--- src/rtl/spi_adc_pkg.sv ---
// rtl/spi_adc_pkg.sv - shared FSM encoding and channel-width helper for the SPI ADC scanner
package spi_adc_pkg;

  typedef enum logic [2:0] {
    ST_IDLE,
    ST_SETUP,
    ST_SHIFT,
    ST_DONE,
    ST_QUIET
  } state_t;

  function automatic int ch_w(input int channels);
    return (channels > 1) ? $clog2(channels) : 1;
  endfunction

endpackage

--- src/rtl/spi_clk_div.sv ---
// rtl/spi_clk_div.sv - terminal-count tick generator; one tick every CLK_DIV cycles unless cleared
module spi_clk_div #(
  parameter int CLK_DIV = 50
) (
  input  logic clk,
  input  logic rst,
  input  logic clr_i,
  output logic tick_o
);

  localparam int CW = (CLK_DIV > 1) ? $clog2(CLK_DIV) : 1;
  localparam logic [CW-1:0] TC = CW'(CLK_DIV - 1);

  logic [CW-1:0] cnt_q, cnt_d;

  always_comb begin
    cnt_d = cnt_q + CW'(1);
    if (clr_i || cnt_q == TC) cnt_d = '0;
  end

  always_ff @(posedge clk or posedge rst) begin
    if (rst) cnt_q <= '0;
    else     cnt_q <= cnt_d;
  end

  assign tick_o = !clr_i && (cnt_q == TC);

endmodule

--- src/rtl/spi_adc_scanner.sv ---
// rtl/spi_adc_scanner.sv - multi-channel SPI ADC scanner: frame FSM, shift register, per-channel results
module spi_adc_scanner
  import spi_adc_pkg::*;
#(
  parameter int CHANNELS   = 1,
  parameter int CLK_DIV    = 50,
  parameter int FRAME_BITS = 16,
  parameter int DATA_MSB   = 12,
  parameter int DATA_LSB   = 5,
  parameter int QUIET_CYC  = 100,
  parameter int CH_W       = ch_w(CHANNELS)
) (
  input  logic                clk,
  input  logic                rst,
  input  logic                trigger,
  input  logic                cont,
  input  logic                sdata,
  input  logic [CH_W-1:0]     sel,
  input  logic                oe,
  output logic                sclk,
  output logic [CHANNELS-1:0] cs_n,
  output logic                busy,
  output logic                done,
  output logic [CH_W-1:0]     done_ch,
  output logic [31:0]         data
);

  localparam int RES_W       = DATA_MSB - DATA_LSB + 1;
  localparam int QUIET_TICKS = (QUIET_CYC + CLK_DIV - 1) / CLK_DIV;
  localparam int QW          = $clog2(QUIET_TICKS + 1);
  localparam logic [5:0]      LAST_HALF  = 6'(2 * FRAME_BITS - 1);
  localparam logic [QW-1:0]   LAST_QUIET = QW'(QUIET_TICKS - 1);
  localparam logic [CH_W-1:0] LAST_CH    = CH_W'(CHANNELS - 1);

  state_t                state_q, state_d;
  logic                  tick, clr, start, store;
  logic [5:0]            half_q, half_d;
  logic [QW-1:0]         quiet_q, quiet_d;
  logic [CH_W-1:0]       ptr_q, ptr_d;
  logic [31:0]           sh_q, sh_d;
  logic                  sample_q, sample_d;
  logic                  trig_q;
  logic                  sclk_q, sclk_d;
  logic [CHANNELS-1:0]   cs_n_q, cs_n_d;
  logic                  busy_q, busy_d;
  logic                  done_q, done_d;
  logic [CH_W-1:0]       done_ch_q, done_ch_d;
  logic [RES_W-1:0]      res_q [CHANNELS];

  // QUIET is counted in divider ticks, rounded up so cs_n stays high at least QUIET_CYC cycles
  assign clr   = (state_q == ST_IDLE) || (state_q == ST_DONE);
  assign start = cont || (trigger && !trig_q);

  spi_clk_div #(.CLK_DIV(CLK_DIV)) u_div (
    .clk   (clk),
    .rst   (rst),
    .clr_i (clr),
    .tick_o(tick)
  );

  always_comb begin
    state_d   = state_q;
    half_d    = half_q;
    quiet_d   = quiet_q;
    ptr_d     = ptr_q;
    sclk_d    = sclk_q;
    sample_d  = 1'b0;
    store     = 1'b0;
    done_ch_d = done_ch_q;
    sh_d      = sample_q ? {sh_q[30:0], sdata} : sh_q;

    unique case (state_q)
      ST_IDLE: begin
        sclk_d = 1'b1;
        if (start) state_d = ST_SETUP;
      end
      ST_SETUP: begin
        if (tick) begin
          state_d = ST_SHIFT;
          half_d  = '0;
          sclk_d  = 1'b0;
        end
      end
      ST_SHIFT: begin
        if (tick) begin
          if (half_q == LAST_HALF) begin
            state_d   = ST_DONE;
            store     = 1'b1;
            done_ch_d = ptr_q;
          end else begin
            half_d   = half_q + 6'd1;
            sclk_d   = ~sclk_q;
            sample_d = ~sclk_q;
          end
        end
      end
      ST_DONE: begin
        state_d = ST_QUIET;
        quiet_d = '0;
      end
      ST_QUIET: begin
        if (tick) begin
          if (quiet_q == LAST_QUIET) begin
            ptr_d   = (ptr_q == LAST_CH) ? '0 : ptr_q + CH_W'(1);
            state_d = cont ? ST_SETUP : ST_IDLE;
          end else begin
            quiet_d = quiet_q + QW'(1);
          end
        end
      end
      default: state_d = ST_IDLE;
    endcase

    busy_d = (state_d != ST_IDLE);
    done_d = (state_d == ST_DONE);
    cs_n_d = '1;
    if (state_d == ST_SETUP || state_d == ST_SHIFT) cs_n_d[ptr_d] = 1'b0;
  end

  always_ff @(posedge clk or posedge rst) begin
    if (rst) begin
      state_q   <= ST_IDLE;
      half_q    <= '0;
      quiet_q   <= '0;
      ptr_q     <= '0;
      sh_q      <= '0;
      sample_q  <= 1'b0;
      trig_q    <= 1'b0;
      sclk_q    <= 1'b1;
      cs_n_q    <= '1;
      busy_q    <= 1'b0;
      done_q    <= 1'b0;
      done_ch_q <= '0;
    end else begin
      state_q   <= state_d;
      half_q    <= half_d;
      quiet_q   <= quiet_d;
      ptr_q     <= ptr_d;
      sh_q      <= sh_d;
      sample_q  <= sample_d;
      trig_q    <= trigger;
      sclk_q    <= sclk_d;
      cs_n_q    <= cs_n_d;
      busy_q    <= busy_d;
      done_q    <= done_d;
      done_ch_q <= done_ch_d;
    end
  end

  // Capture from sh_d so the final bit is included even when CLK_DIV is 1
  always_ff @(posedge clk or posedge rst) begin
    if (rst) begin
      for (int i = 0; i < CHANNELS; i++) res_q[i] <= '0;
    end else if (store) begin
      res_q[ptr_q] <= sh_d[DATA_MSB:DATA_LSB];
    end
  end

  always_comb begin
    data = '0;
    for (int i = 0; i < CHANNELS; i++)
      if (oe && sel == CH_W'(i)) data = 32'(res_q[i]);
  end

  assign sclk    = sclk_q;
  assign cs_n    = cs_n_q;
  assign busy    = busy_q;
  assign done    = done_q;
  assign done_ch = done_ch_q;

endmodule
--- config.mk ---
export PLATFORM = sky130hd
export DESIGN_NAME = spi_adc_scanner
export DESIGN_NICKNAME = d
export VERILOG_FILES = /design/src/rtl/spi_adc_pkg.sv /design/src/rtl/spi_clk_div.sv /design/src/rtl/spi_adc_scanner.sv
export SDC_FILE = /design/constraint.sdc
export NUM_CORES = 1
export LEC_CHECK = 0
export BUFFER_PORTS_ARGS = -buffer_cell sky130_fd_sc_hd__buf_2
export CAP_MARGIN = 20
export CORE_MARGIN = 2
export CORE_UTILIZATION = 40
export DETAILED_ROUTE_END_ITERATION = 6
export MAX_ROUTING_LAYER = met4
export PLACE_DENSITY = 0.72
export RECOVER_POWER = 50
export SYNTH_ARGS = -nofsm -noshare
export SYNTH_HDL_FRONTEND = slang
export SYNTH_SLANG_ARGS = --single-unit
--- constraint.sdc ---
create_clock -name clk -period 3.3 [get_ports clk]
set_input_delay 0.66 -clock clk [delete_from_list [all_inputs] [get_ports clk]]
set_output_delay 0.66 -clock clk [all_outputs]
set_load 0.05 [all_outputs]
==> impl_metrics.py <==
metrics = {
    "final_layout": {
        "fin_util_pct": 44.3,
        "multiInputGateArea_mm2": 0.00102,
        "nFillCells": 555,
        "syn2layout_area_growth_pct": 6.24,
        "register_area_mm2": 0.00115,
        "antennaDiodeCount": 0,
        "final_nets": 240,
        "final_area_mm2": 0.00247,
        "final_layout_size_suffix_gt1_share_pct": 23.5,
    },
    "critical_path": {
        "crit_arrival_ps": 2440,
        "ff2ff_path_depth": 6,
        "reg2reg_slack_ps": 1040,
        "crit_fanout": 13,
        "critPathCaptureType": "flop",
        "cpPeakStageDelay_ps": 630,
        "crit_slowest_cell": "nor4_4",
        "setup.worst_path.start_class": "flop",
        "crit_chain": "inv_1 -> ha_1 -> nor2b_1 -> nand2_1 -> nor4_4 -> mux2_2",
        "reg2reg_from": "u_div.cnt_q[1]",
        "critPathRequiredTime_ps": 3490,
        "rr_endpoint": "res_q[0]",
        "crit_type": "reg2reg",
    },
    "flow_run": {
        "drv_cap": 1,
    },
    "yosys": {
        "synth_seq_cells": 46,
        "synth_edf_count": 0,
        "synth_area_leaders": "dfrtp_1 (47%), mux2_2 (10%), buf_4 (7.8%)",
        "synth_warnings": 0,
        "yosys.cell_count.top_type": "dfrtp_1",
        "synth.distinct_cells": 45,
        "netlist_instances": 211,
        "synth_top_area_cell": "dfrtp_1",
        "avgSynthCellArea_um2": 11.0,
        "synthFlopType": "dfrtp_1",
        "yosysTopAreaCellShare_pct": 47.4,
        "mappedNetlistArea_mm2": 0.00232,
        "synth.yosys.seq_area_share_pct": 49.6,
        "netlist_top_cells_count": "dfrtp_1 (44), buf_4 (24), mux2_2 (21), nand2_1 (13), and2_1 (11)",
        "async_reset_ff_share_pct": 100,
    },
    "grt": {
        "grt_pass1_wl_mm": 6.33,
        "grt_max_degree": 33,
        "grt_pass1_vias": 1361,
        "gr-usage-all-layers_pct": 12.8,
        "grt_overflow": 0,
        "antenna_found_initial": 0,
    },
    "floorplanning": {
        "core_area_mm2": 0.00557,
        "top_level_ports": 44,
        "initial_core_util_pct": 41.7,
        "rows": 27,
        "die_width_um": 80.2,
        "die-area_mm2": 0.00644,
        "chipHeight_um": 80.2,
    },
    "drt": {
        "num_vias": 1485,
        "drcViolationCount": 0,
        "drt_iter0_markers": 87,
        "wirelength_mm": 3.72,
        "antenna_left": 0,
        "via_per_inst": 4.92,
        "drt-pass1-iter-count": 4,
        "wl_per_cell_um": 12.3,
    },
    "placed_design": {
        "hpwlAfterDp_mm": 2.76,
        "place.gp.congestion": 0.836,
        "portBuffers": 19,
        "dpl_cell_area_mm2": 0.00238,
    },
    "sta": {
        "worst_pin_slew_ps": 1630,
        "tns_ps": 0,
        "finClkSkew_ps": 4.35,
        "max-slew-margin-rel_pct": -8.46,
        "finalCriticalPeriod_ps": 2260,
        "fin_crit_sh_pct": 68.3,
        "rsz0062_at_grt": "false",
        "hold_viol_final": 0,
        "slew_violations": 33,
        "fmax_mhz": 443,
        "whs_ps": 315,
        "finalSetupViolCount": 0,
    },
    "run_status": {
        "status": "complete, but fails checks",
        "violations": "capacitance limit, slew limit",
    },
    "cts": {
        "h-tree-depth": 2,
        "clk_latency_ps": 300,
        "cts-resized-gates": 0,
        "cts_made_buffers": 5,
        "cts-root-buf": "clkbuf_8",
        "ctsHoldBuffers": 0,
        "cts_tree": "done",
        "cts_setup_buffers": 0,
        "cts.sinks": 46,
        "cts.path.max_buffers": 2,
        "path_clk_slew_ps": 90,
    },
    "power": {
        "leakagePower_uw": 0.00119,
        "power_switching_uw": 267,
        "p_seq_share_pct": 57.4,
        "swShare_pct": 27.1,
        "p_int_uw": 716,
        "combPwrFrac_pct": 7.7,
        "powerDensity_mw_per_mm2": 398,
        "clkPwrFrac_pct": 34.9,
        "ir_drop_mv": 0.181,
    },
    "worst_hold_path": {
        "min_path_type": "in2async",
    },
}
==> state kept, by name, summed over array words and instances, names as in the netlist, 2 cells and up <==
name and flops:
half_q 6, quiet_q 2, res_q 8, sh_q 13, state_q 3, u_div.cnt_q 6
==> cells in the final DEF (no fill, tap or decap), types with 4 or more instances in the layout <==
master,Yosys,layout
nor2_1,10,10
buf_2,2,19
clkbuf_8,0,5
nand2_1,13,13
inv_1,5,4
o31ai_1,5,5
and2_1,11,11
dfrtp_1,44,44
mux2_2,21,21
ha_1,4,4
o21ai_0,7,7
nand3_1,7,7
nor2b_1,5,5
conb_1,1,24
==> how the worst max path moves through the flow <==
stage,startpoint,endpoint,depth (start not counted)
2_1_floorplan,oe,data[0],2
3_3_place_gp,u_div.cnt_q[1],res_q[5],6
3_5_place_dp,sel,data[7],4
4_1_cts,u_div.cnt_q[1],res_q[0],6
5_1_grt,rst,half_q[5],3
6_report,u_div.cnt_q[1],res_q[0],6
==> metrics by stage <==
stage               total power (µW)  cells  worst slack, ps
floorplan                        666    234             1270
global placement                 652    294             1090
detailed placement               652    294             1020
CTS                              992    302             1020
global route                    1020    302              715
finish                           983    302             1040
==> critical path, delay by kind of cell, from the launching register on <==
kind | cells | cell delay [ps]
simple gates | 3 | 1080
flops | 1 | 400
mux | 1 | 400
fa+ha+maj | 1 | 200
buf+inv | 1 | 60
==> kinds of logic after synthesis <==
kind of cell             count (synthesis)  share of synthesized area [%]
AO/OA/AOI/OAI                           32                           9.69
XOR/XNOR                                 4                           1.51
adder cells (fa/ha/maj)                  4                           2.15
buffers and inverters                   37                           10.3
flip-flops                              46                           49.6
multiplexers                            21                           10.2
other                                    1                          0.161
AND/OR/NAND/NOR                         66                           16.4
==> metal layers <==
layer	wire length (µm)	global-route usage, %	share of wire [%]	vias up
met5	0	-	0	-
met4	8	2.54	0.21	0
met3	232	4.38	6.2	2
met2	1680	18.8	45	47
met1	1800	17.4	48	712
li1	-	-	-	724
==> power groups by stage <==
| stage | combinational, µW | sequential (µW) | clock (µW) |
|---|---|---|---|
| 2_1_floorplan | 91.0 | 575 | 0 |
| 3_5_place_dp | 77.1 | 575 | 0 |
| 5_1_grt | 80.5 | 564 | 380 |
| 3_3_place_gp | 76.5 | 575 | 0 |
| 4_1_cts | 77.0 | 564 | 350 |
| 6_report | 75.7 | 564 | 343 |
==> layout make-up <==
class / count / share of cell area [%]
Sequential cell: 46 / 46.7
Multi-Input combinational cell: 151 / 41.2
Timing Repair Buffer: 20 / 4.00
Tap cell: 72 / 3.65
Clock buffer: 5 / 2.79
Clock inverter: 3 / 0.861
Inverter: 5 / 0.760
Note: power is estimated with default switching activity, not from simulation.
